`config.mk`:
```
export PLATFORM = sky130hd
export DESIGN_NAME = fetch_stage
export DESIGN_NICKNAME = d
export VERILOG_FILES = /design/src/rtl/fetch_stage.sv
export SDC_FILE = /design/constraint.sdc
export NUM_CORES = 1
export LEC_CHECK = 0
export CAP_MARGIN = 20
export CORE_ASPECT_RATIO = 1.75
export CORE_MARGIN = 10
export CORE_UTILIZATION = 50
export CTS_CLUSTER_DIAMETER = 60
export DETAILED_ROUTE_END_ITERATION = 12
export GPL_TIMING_DRIVEN = 0
export PLACE_DENSITY = 0.95
export RECOVER_POWER = 25
export SLEW_MARGIN = 10
export SYNTH_ARGS = -nofsm -noshare
export SYNTH_HDL_FRONTEND = slang
export SYNTH_SLANG_ARGS = --single-unit
```
`constraint.sdc`:
```
create_clock -name i_clk -period 3.4 [get_ports i_clk]
set_clock_uncertainty 0.05 [all_clocks]
set_input_delay 0.85 -clock i_clk [delete_from_list [all_inputs] [get_ports i_clk]]
set_output_delay 0.85 -clock i_clk [all_outputs]
set_load 0.005 [all_outputs]
```
`src/rtl/fetch_stage.sv`:
```
// ---------------------------------------------------------------------------
// fetch_stage
// Instruction-fetch stage: owns the program counter, drives the combinational
// instruction-ROM word address and captures the fetched word into an IF/ID
// register with a valid bit. Downstream may stall the stage or redirect it
// with a jump or a taken BEQ/BNE. A redirect squashes the wrong-path
// instruction currently being fetched.
//
// Parameters:
//    PC_W      program counter width (byte address); must be at least 29
//    ROM_AW    instruction ROM word-address width
//    RESET_PC  PC loaded on reset (word aligned)
//
// Ports:
//    i_clk        system clock, rising edge
//    i_rst_n      asynchronous active-low reset
//    o_rom_addr   ROM word address, pc[ROM_AW+1:2]
//    i_rom_data   instruction word from ROM, valid in the same cycle
//    i_stall      decode not ready: hold PC and IF/ID
//    i_jump       jump redirect resolved downstream this cycle
//    i_jump_idx   J-type instr_index
//    i_br_taken   taken branch resolved downstream this cycle
//    i_br_imm     signed branch offset in words
//    i_br_pc4     PC+4 of the redirecting instruction
//    o_instr      IF/ID instruction
//    o_pc4        PC+4 of o_instr
//    o_valid      o_instr holds a live instruction
//    o_pc         current fetch PC
//    o_align_err  sticky misaligned-branch-target flag
//                 (present only when FETCH_ALIGN_CHECK_EN is defined)
//
// Optional feature macro: FETCH_ALIGN_CHECK_EN
// ---------------------------------------------------------------------------
module fetch_stage #(
   parameter int unsigned     PC_W     = 32,
   parameter int unsigned     ROM_AW   = 6,
   parameter logic [PC_W-1:0] RESET_PC = 32'h0000_0000
) (
   input  logic              i_clk,
   input  logic              i_rst_n,
   output logic [ROM_AW-1:0] o_rom_addr,
   input  logic [31:0]       i_rom_data,
   input  logic              i_stall,
   input  logic              i_jump,
   input  logic [25:0]       i_jump_idx,
   input  logic              i_br_taken,
   input  logic [15:0]       i_br_imm,
   input  logic [PC_W-1:0]   i_br_pc4,
   output logic [31:0]       o_instr,
   output logic [PC_W-1:0]   o_pc4,
   output logic              o_valid,
`ifdef FETCH_ALIGN_CHECK_EN
   output logic              o_align_err,
`endif
   output logic [PC_W-1:0]   o_pc
);

   logic [PC_W-1:0] pc_reg;
   logic [PC_W-1:0] pc_next;
   logic [PC_W-1:0] pc_plus4;
   logic [PC_W-1:0] jump_target;
   logic [PC_W-1:0] br_offset;
   logic [PC_W-1:0] br_target;
   logic [PC_W-1:0] br_target_aligned;
   logic            redirect;

   logic [31:0]     instr_reg;
   logic [PC_W-1:0] pc4_reg;
   logic            valid_reg;

   assign pc_plus4    = pc_reg + PC_W'(4);
   assign jump_target = {i_br_pc4[PC_W-1:28], i_jump_idx, 2'b00};
   // Word offset sign-extended and scaled to bytes; the add wraps mod 2^PC_W.
   assign br_offset   = {{(PC_W-18){i_br_imm[15]}}, i_br_imm, 2'b00};
   assign br_target   = i_br_pc4 + br_offset;
   // A misaligned i_br_pc4 is the only way a target can end up unaligned;
   // the low bits are always dropped so the PC stays word aligned.
   assign br_target_aligned = br_target & ~PC_W'(3);
   assign redirect    = i_jump | i_br_taken;

   // Next-PC priority: jump, taken branch, stall hold, sequential.
   always_comb begin
      pc_next = pc_plus4;
      if (i_jump) begin
         pc_next = jump_target;
      end else if (i_br_taken) begin
         pc_next = br_target_aligned;
      end else if (i_stall) begin
         pc_next = pc_reg;
      end
   end

   always_ff @(posedge i_clk or negedge i_rst_n) begin
      if (!i_rst_n) begin
         pc_reg    <= RESET_PC;
         instr_reg <= 32'h0;
         pc4_reg   <= '0;
         valid_reg <= 1'b0;
      end else begin
         pc_reg <= pc_next;
         if (redirect) begin
            // Squash the wrong-path fetch: insert a NOP bubble.
            instr_reg <= 32'h0;
            pc4_reg   <= '0;
            valid_reg <= 1'b0;
         end else if (!i_stall) begin
            instr_reg <= i_rom_data;
            pc4_reg   <= pc_plus4;
            valid_reg <= 1'b1;
         end
      end
   end

`ifdef FETCH_ALIGN_CHECK_EN
   logic align_err_reg;

   // Only a branch that actually steers the PC can raise the flag; a jump
   // in the same cycle takes priority and its target is always aligned.
   always_ff @(posedge i_clk or negedge i_rst_n) begin
      if (!i_rst_n) begin
         align_err_reg <= 1'b0;
      end else if (i_br_taken && !i_jump && (br_target[1:0] != 2'b00)) begin
         align_err_reg <= 1'b1;
      end
   end

   assign o_align_err = align_err_reg;
`endif

   // The ROM is smaller than the address space; upper PC bits simply alias.
   assign o_rom_addr = pc_reg[ROM_AW+1:2];
   assign o_instr    = instr_reg;
   assign o_pc4      = pc4_reg;
   assign o_valid    = valid_reg;
   assign o_pc       = pc_reg;

endmodule

```
# Yosys cells after proc, flatten, opt, wreduce, memory -nomap -nowiden
# Cells that the tools add are included.
[op_classes]
bitwise = 1
eq_ne = 2
mux = 8
n_addsub = 2
[op_table]
columns = ["cell", "n"]
rows = [
  ["$mux 32", 6],
  ["$add 32x3->32 const B", 1],
  ["$add 32x32->32", 1],
  ["$ne 3x1->1 const B", 1],
  ["$mux 1", 2],
  ["$ne 2x1->1 const B", 1],
  ["$or 1x1->1", 1],
]
[totals]
regBits = 97
output_inout_bits = 103
in_bits = 111
elab_cells = 17

# Logic depth before layout (Yosys ltp)
[depth]
word_depth = 4
depth_mapped = 11
ltp_nobuf = 11

# Least setup slack after synthesis
# Ideal clock, no wire load.
[synth_path]
kind = "input to register"
from = "input port i_br_imm[0]"
to = "register pc_reg[28], in the netlist o_pc[28]"
path_buffers = 0
setup_slack_ns = 0.159
setup_ns = 0.135
required_ns = 3.215
arrival_ns = 3.056
cell_stages = 11
cell_sequence = "ha_1 -> fa_1 -> a21oi_1 -> nor2_1 -> o21ai_2 -> a21oi_2 -> nor4_2 -> nor2_1 -> a221o_1 -> a2111oi_2 -> a211oi_1"
[synth_between]
elab_chain_cells = 3
[synth_rtl]
columns = ["element", "line", "text"]
rows = [
  ["from (decl)", "47", "input logic [15:0] i_br_imm,"],
  ["$add 32x32->32", "75", "assign br_target = i_br_pc4 + br_offset;"],
  ["$mux 32", "86", "end else if (i_br_taken) begin"],
  ["$mux 32", "84", "if (i_jump) begin"],
  ["to (signal assigned)", "100", "pc_reg <= pc_next;"],
  ["to (decl)", "58", "logic [PC_W-1:0] pc_reg;"],
]
# No other way between the ends.
# A chain may end at the register's enable or synchronous reset.

# Final worst setup path
[layout_path]
from = "input port i_br_imm[3]"
to = "register pc_reg[31], in the netlist o_pc[31]"
# Same word-level chain as after synthesis.

==> results.md <==
* Outcome: finished, violations left
* Violations in the final reports: capacitance limit, slew limit
* Commonest non-fill, non-tap cells in the layout: sky130_fd_sc_hd__clkdlybuf4s50_1 (200), sky130_fd_sc_hd__nor2_1 (127), sky130_fd_sc_hd__dfrtp_1 (93), sky130_fd_sc_hd__a21oi_1 (66), sky130_fd_sc_hd__nand2_1 (51)
* Number of unique standard cell types used by synthesis at 75
* Starting density of the core at 50.88%
* Mean Syn Cell Area at 8.665 µm²
* Final slew viol count at 27
* Share of layout cells above drive strength 1 at 7.565%
* Top post-synthesis cells by area: sky130_fd_sc_hd__dfrtp_1 (37%), sky130_fd_sc_hd__nor2_1 (7.5%), sky130_fd_sc_hd__ha_1 (5.9%), sky130_fd_sc_hd__mux2i_1 (5.7%), sky130_fd_sc_hd__a21oi_1 (5.3%)
* Final antenna-violating net count at 0
* Worst slack at placement at -0.7052 ns
* Gate count after technology mapping at 734
* Actual slew at the worst max-slew pin at 1.515 ns
* Fmax at 298.7 MHz
* Clock tree buffer depth at 2
* Total routing usage reported by global routing at 23.44%
* Quantity of hold-fixing buffers added after cts at 0
* Detailed-routing iteration count for the pre-antenna-repair pass at 6
* R2r setup slk at 0.75 ns
* Arrival time of data at the critical path endpoint at 3.52 ns
* Sequential fraction of the synthesis area at 36.59%
* Peak ir drop on the vdd network at 0.0002327 V
* EDFF count, synth at 0
* Area overhead of the layout relative to synthesis at 43.50%
* Global route total overflow at 0
* Cell taking the most area after synthesis: sky130_fd_sc_hd__dfrtp_1
* TritonCTS sink count at 93
* Port-buffer cells at 206
* Syn. warnings at 0
* Drc violations at 0
* GP Congestion at 0.9707
* Area enclosed by the die boundary at 17810 µm²
* Syn Std Cell Area at 6360 µm²
* Count of maximum capacitance violations at 1
* Placed Area at 8668 µm²
* Largest driver fanout on the critical path at 4
* Crit Path Category: in2reg
* Vias in the first global route at 6551
* Max-slew headroom at -1.010%
* Cell Rows at 54
* Die boundary width at 105.3 µm
* Register clock-pin slew on the reported worst setup and hold paths at 0.07 ns
* Required @ worst endpoint at 3.58 ns
* H-Tree Level Count at 3
* DIE HEIGHT at 169.2 µm
* Largest net degree at the start of global routing at 68
* Critical Path Source Type: input port
* Drt initial violations at 493
* Routed wirelength normalized by instance count at 19.39 µm
* Clock Latency Late Sink at 0.35 ns
* Non-filler instance count after layout at 1137
* First-pass GRT wire length at 33.78 mm
* Total half-perimeter wirelength after legalization and detailed placement at 17.64 mm
* Final worst slack at 0.05218 ns
* CTS tree: built
* Static Leak at 3.923 nW
* Number of buffers created by CTS at 9
* Number of hold violations in the final report at 0
* Setup Total Neg Slack at 0 ns
* Portion of the clock cycle consumed by the worst path in the final layout at 98.47%
* Fin crit period at 3.348 ns
* Most common library cell in the layout ignoring fill and taps: sky130_fd_sc_hd__clkdlybuf4s50_1
* Type of the tightest min-delay check: reg2reg
* Initial antenna violation count at 3
* Non-Filler Cell Area, Final at 9126 µm²
* Dominant register cell in the synthesized netlist: sky130_fd_sc_hd__dfrtp_1
* Root Buffer Master: sky130_fd_sc_hd__clkbuf_16
* Post-route core utilization at 73.01%
* Total wire length after detailed routing at 22.05 mm
* Core Box Area at 12500 µm²
* Pwr Density at 373.9 nW/µm²
* Critical path capture point type: flip-flop
* Vias per std cell at 5.763
* Post-synthesis register bit count at 93
* Setup violation total in the final timing report at 0
* Synth top area share at 36.59%
* Proportion of register bits with asynchronous set or reset after synthesis at 100.0%
* Placed cells at 1112
* Vias after detailed routing at 6553
* Fillers at 948
* I/O pin count at 214
* Post-layout net count at 1102
==> final timing paths <==
kind                                  start          end  cells after the start
worst max register to register      o_pc[6]     o_pc[29]                      9
worst min-delay path             o_instr[7]   o_instr[7]                      2
min in group asynchronous           i_rst_n  o_instr[24]                      1
max in group asynchronous           i_rst_n     o_pc[31]                      2
worst max-delay path            i_br_imm[3]     o_pc[31]                     11
worst min register to register   o_instr[7]   o_instr[7]                      2
==> metal layers <==
layer / part of all wire, % / vias up / track usage [%]
li1: - / 3049 / -
met1: 34 / 3057 / 22.81
met2: 51 / 342 / 42.22
met3: 6.8 / 105 / 5.019
met4: 7.4 / 0 / 17.57
met5: 0 / - / 0
==> logic make-up (layout without fill, tap and decap cells) <==
family | Yosys count | in the layout | synth area share (%)
and+or+nand+nor | 259 | 259 | 19.38
AOI/OAI and AO/OA | 198 | 198 | 19.75
DFF | 93 | 93 | 36.59
xor gates and xnor gates | 61 | 61 | 8.401
buffers and inverters | 55 | 283 | 3.935
muxes | 36 | 36 | 5.666
adders and majority gates | 31 | 31 | 6.217
other | 1 | 8 | 0.05896
==> layout make-up <==
cell class | instances | area, µm² | area share (%)
clock buffer | 9 | 225.2 | 2.468
clock inverter | 7 | 80.08 | 0.8774
timing repair buffer | 212 | 2126 | 23.29
inverter | 10 | 37.54 | 0.4113
tap | 168 | 210.2 | 2.303
buffer | 45 | 212.7 | 2.331
sequential | 93 | 2327 | 25.50
antenna | 4 | 10.01 | 0.1097
multi-input combinational | 589 | 3897 | 42.71
==> registers in the layout, summed over array words and instances, names as in the netlist <==
register,flops
o_pc,30
o_instr,32
o_valid,1
o_pc4,30
==> critical path: stages <==
cell and delay [ns]:
sky130_fd_sc_hd__clkdlybuf4s50_1 0.43, sky130_fd_sc_hd__ha_1 0.36, sky130_fd_sc_hd__o21ai_1 0.13, sky130_fd_sc_hd__o211ai_2 0.29, sky130_fd_sc_hd__nand4_1 0.20, sky130_fd_sc_hd__a21boi_2 0.23, sky130_fd_sc_hd__o22ai_4 0.12, sky130_fd_sc_hd__o21a_1 0.26
sky130_fd_sc_hd__o31ai_4 0.25, sky130_fd_sc_hd__mux2i_1 0.12, sky130_fd_sc_hd__a221o_1 0.27
==> cells in the mapped netlist, drive strengths merged, types with 2 or more instances <==
cell	number
nor2	128
dfrtp	93
a21oi	68
nand2	52
o21ai	43
xor2	38
mux2i	36
ha	30
clkbuf	23
xnor2	23
buf	22
nand3	21
a21o	18
inv	10
and3	9
o22ai	9
a211oi	8
a31oi	8
nor2b	8
nor3	8
nand4	6
o21a	6
nor4	5
o211ai	5
o21bai	5
or3	5
a221oi	4
a22oi	4
a211o	3
and2	3
nand2b	3
o31ai	3
or2	3
a2111oi	2
a221o	2
a2bb2oi	2
and4	2
nor3b	2
==> report_power, final <==
| group | leakage, nW | internal (mW) | total, mW | switching (mW) |
|---|---|---|---|---|
| Sequential | 1.21 | 1.18 | 1.29 | 0.106 |
| Clock | 0.148 | 0.581 | 1.04 | 0.456 |
| Combinational | 2.57 | 0.557 | 1.09 | 0.532 |
| Total | 3.92 | 2.32 | 3.41 | 1.09 |
==> timing repair <==
item / CTS / global route
pin swaps: 1 / 17
endpoints found under the setup margin: 6 / 5
gates cloned: 0 / 0
resized for setup: 8 / 17
buffers inserted: 1 / 4
==> stage by stage <==
stage	power [mW]	hold slack, ns
4_1_cts	3.376	0.3641
6_report	3.412	0.4703
2_1_floorplan	1.836	0.4578
3_3_place_gp	2.311	0.4464
5_1_grt	3.553	0.4970
3_5_place_dp	2.338	0.4559
No activity file was read; power rests on OpenSTA's default activity.
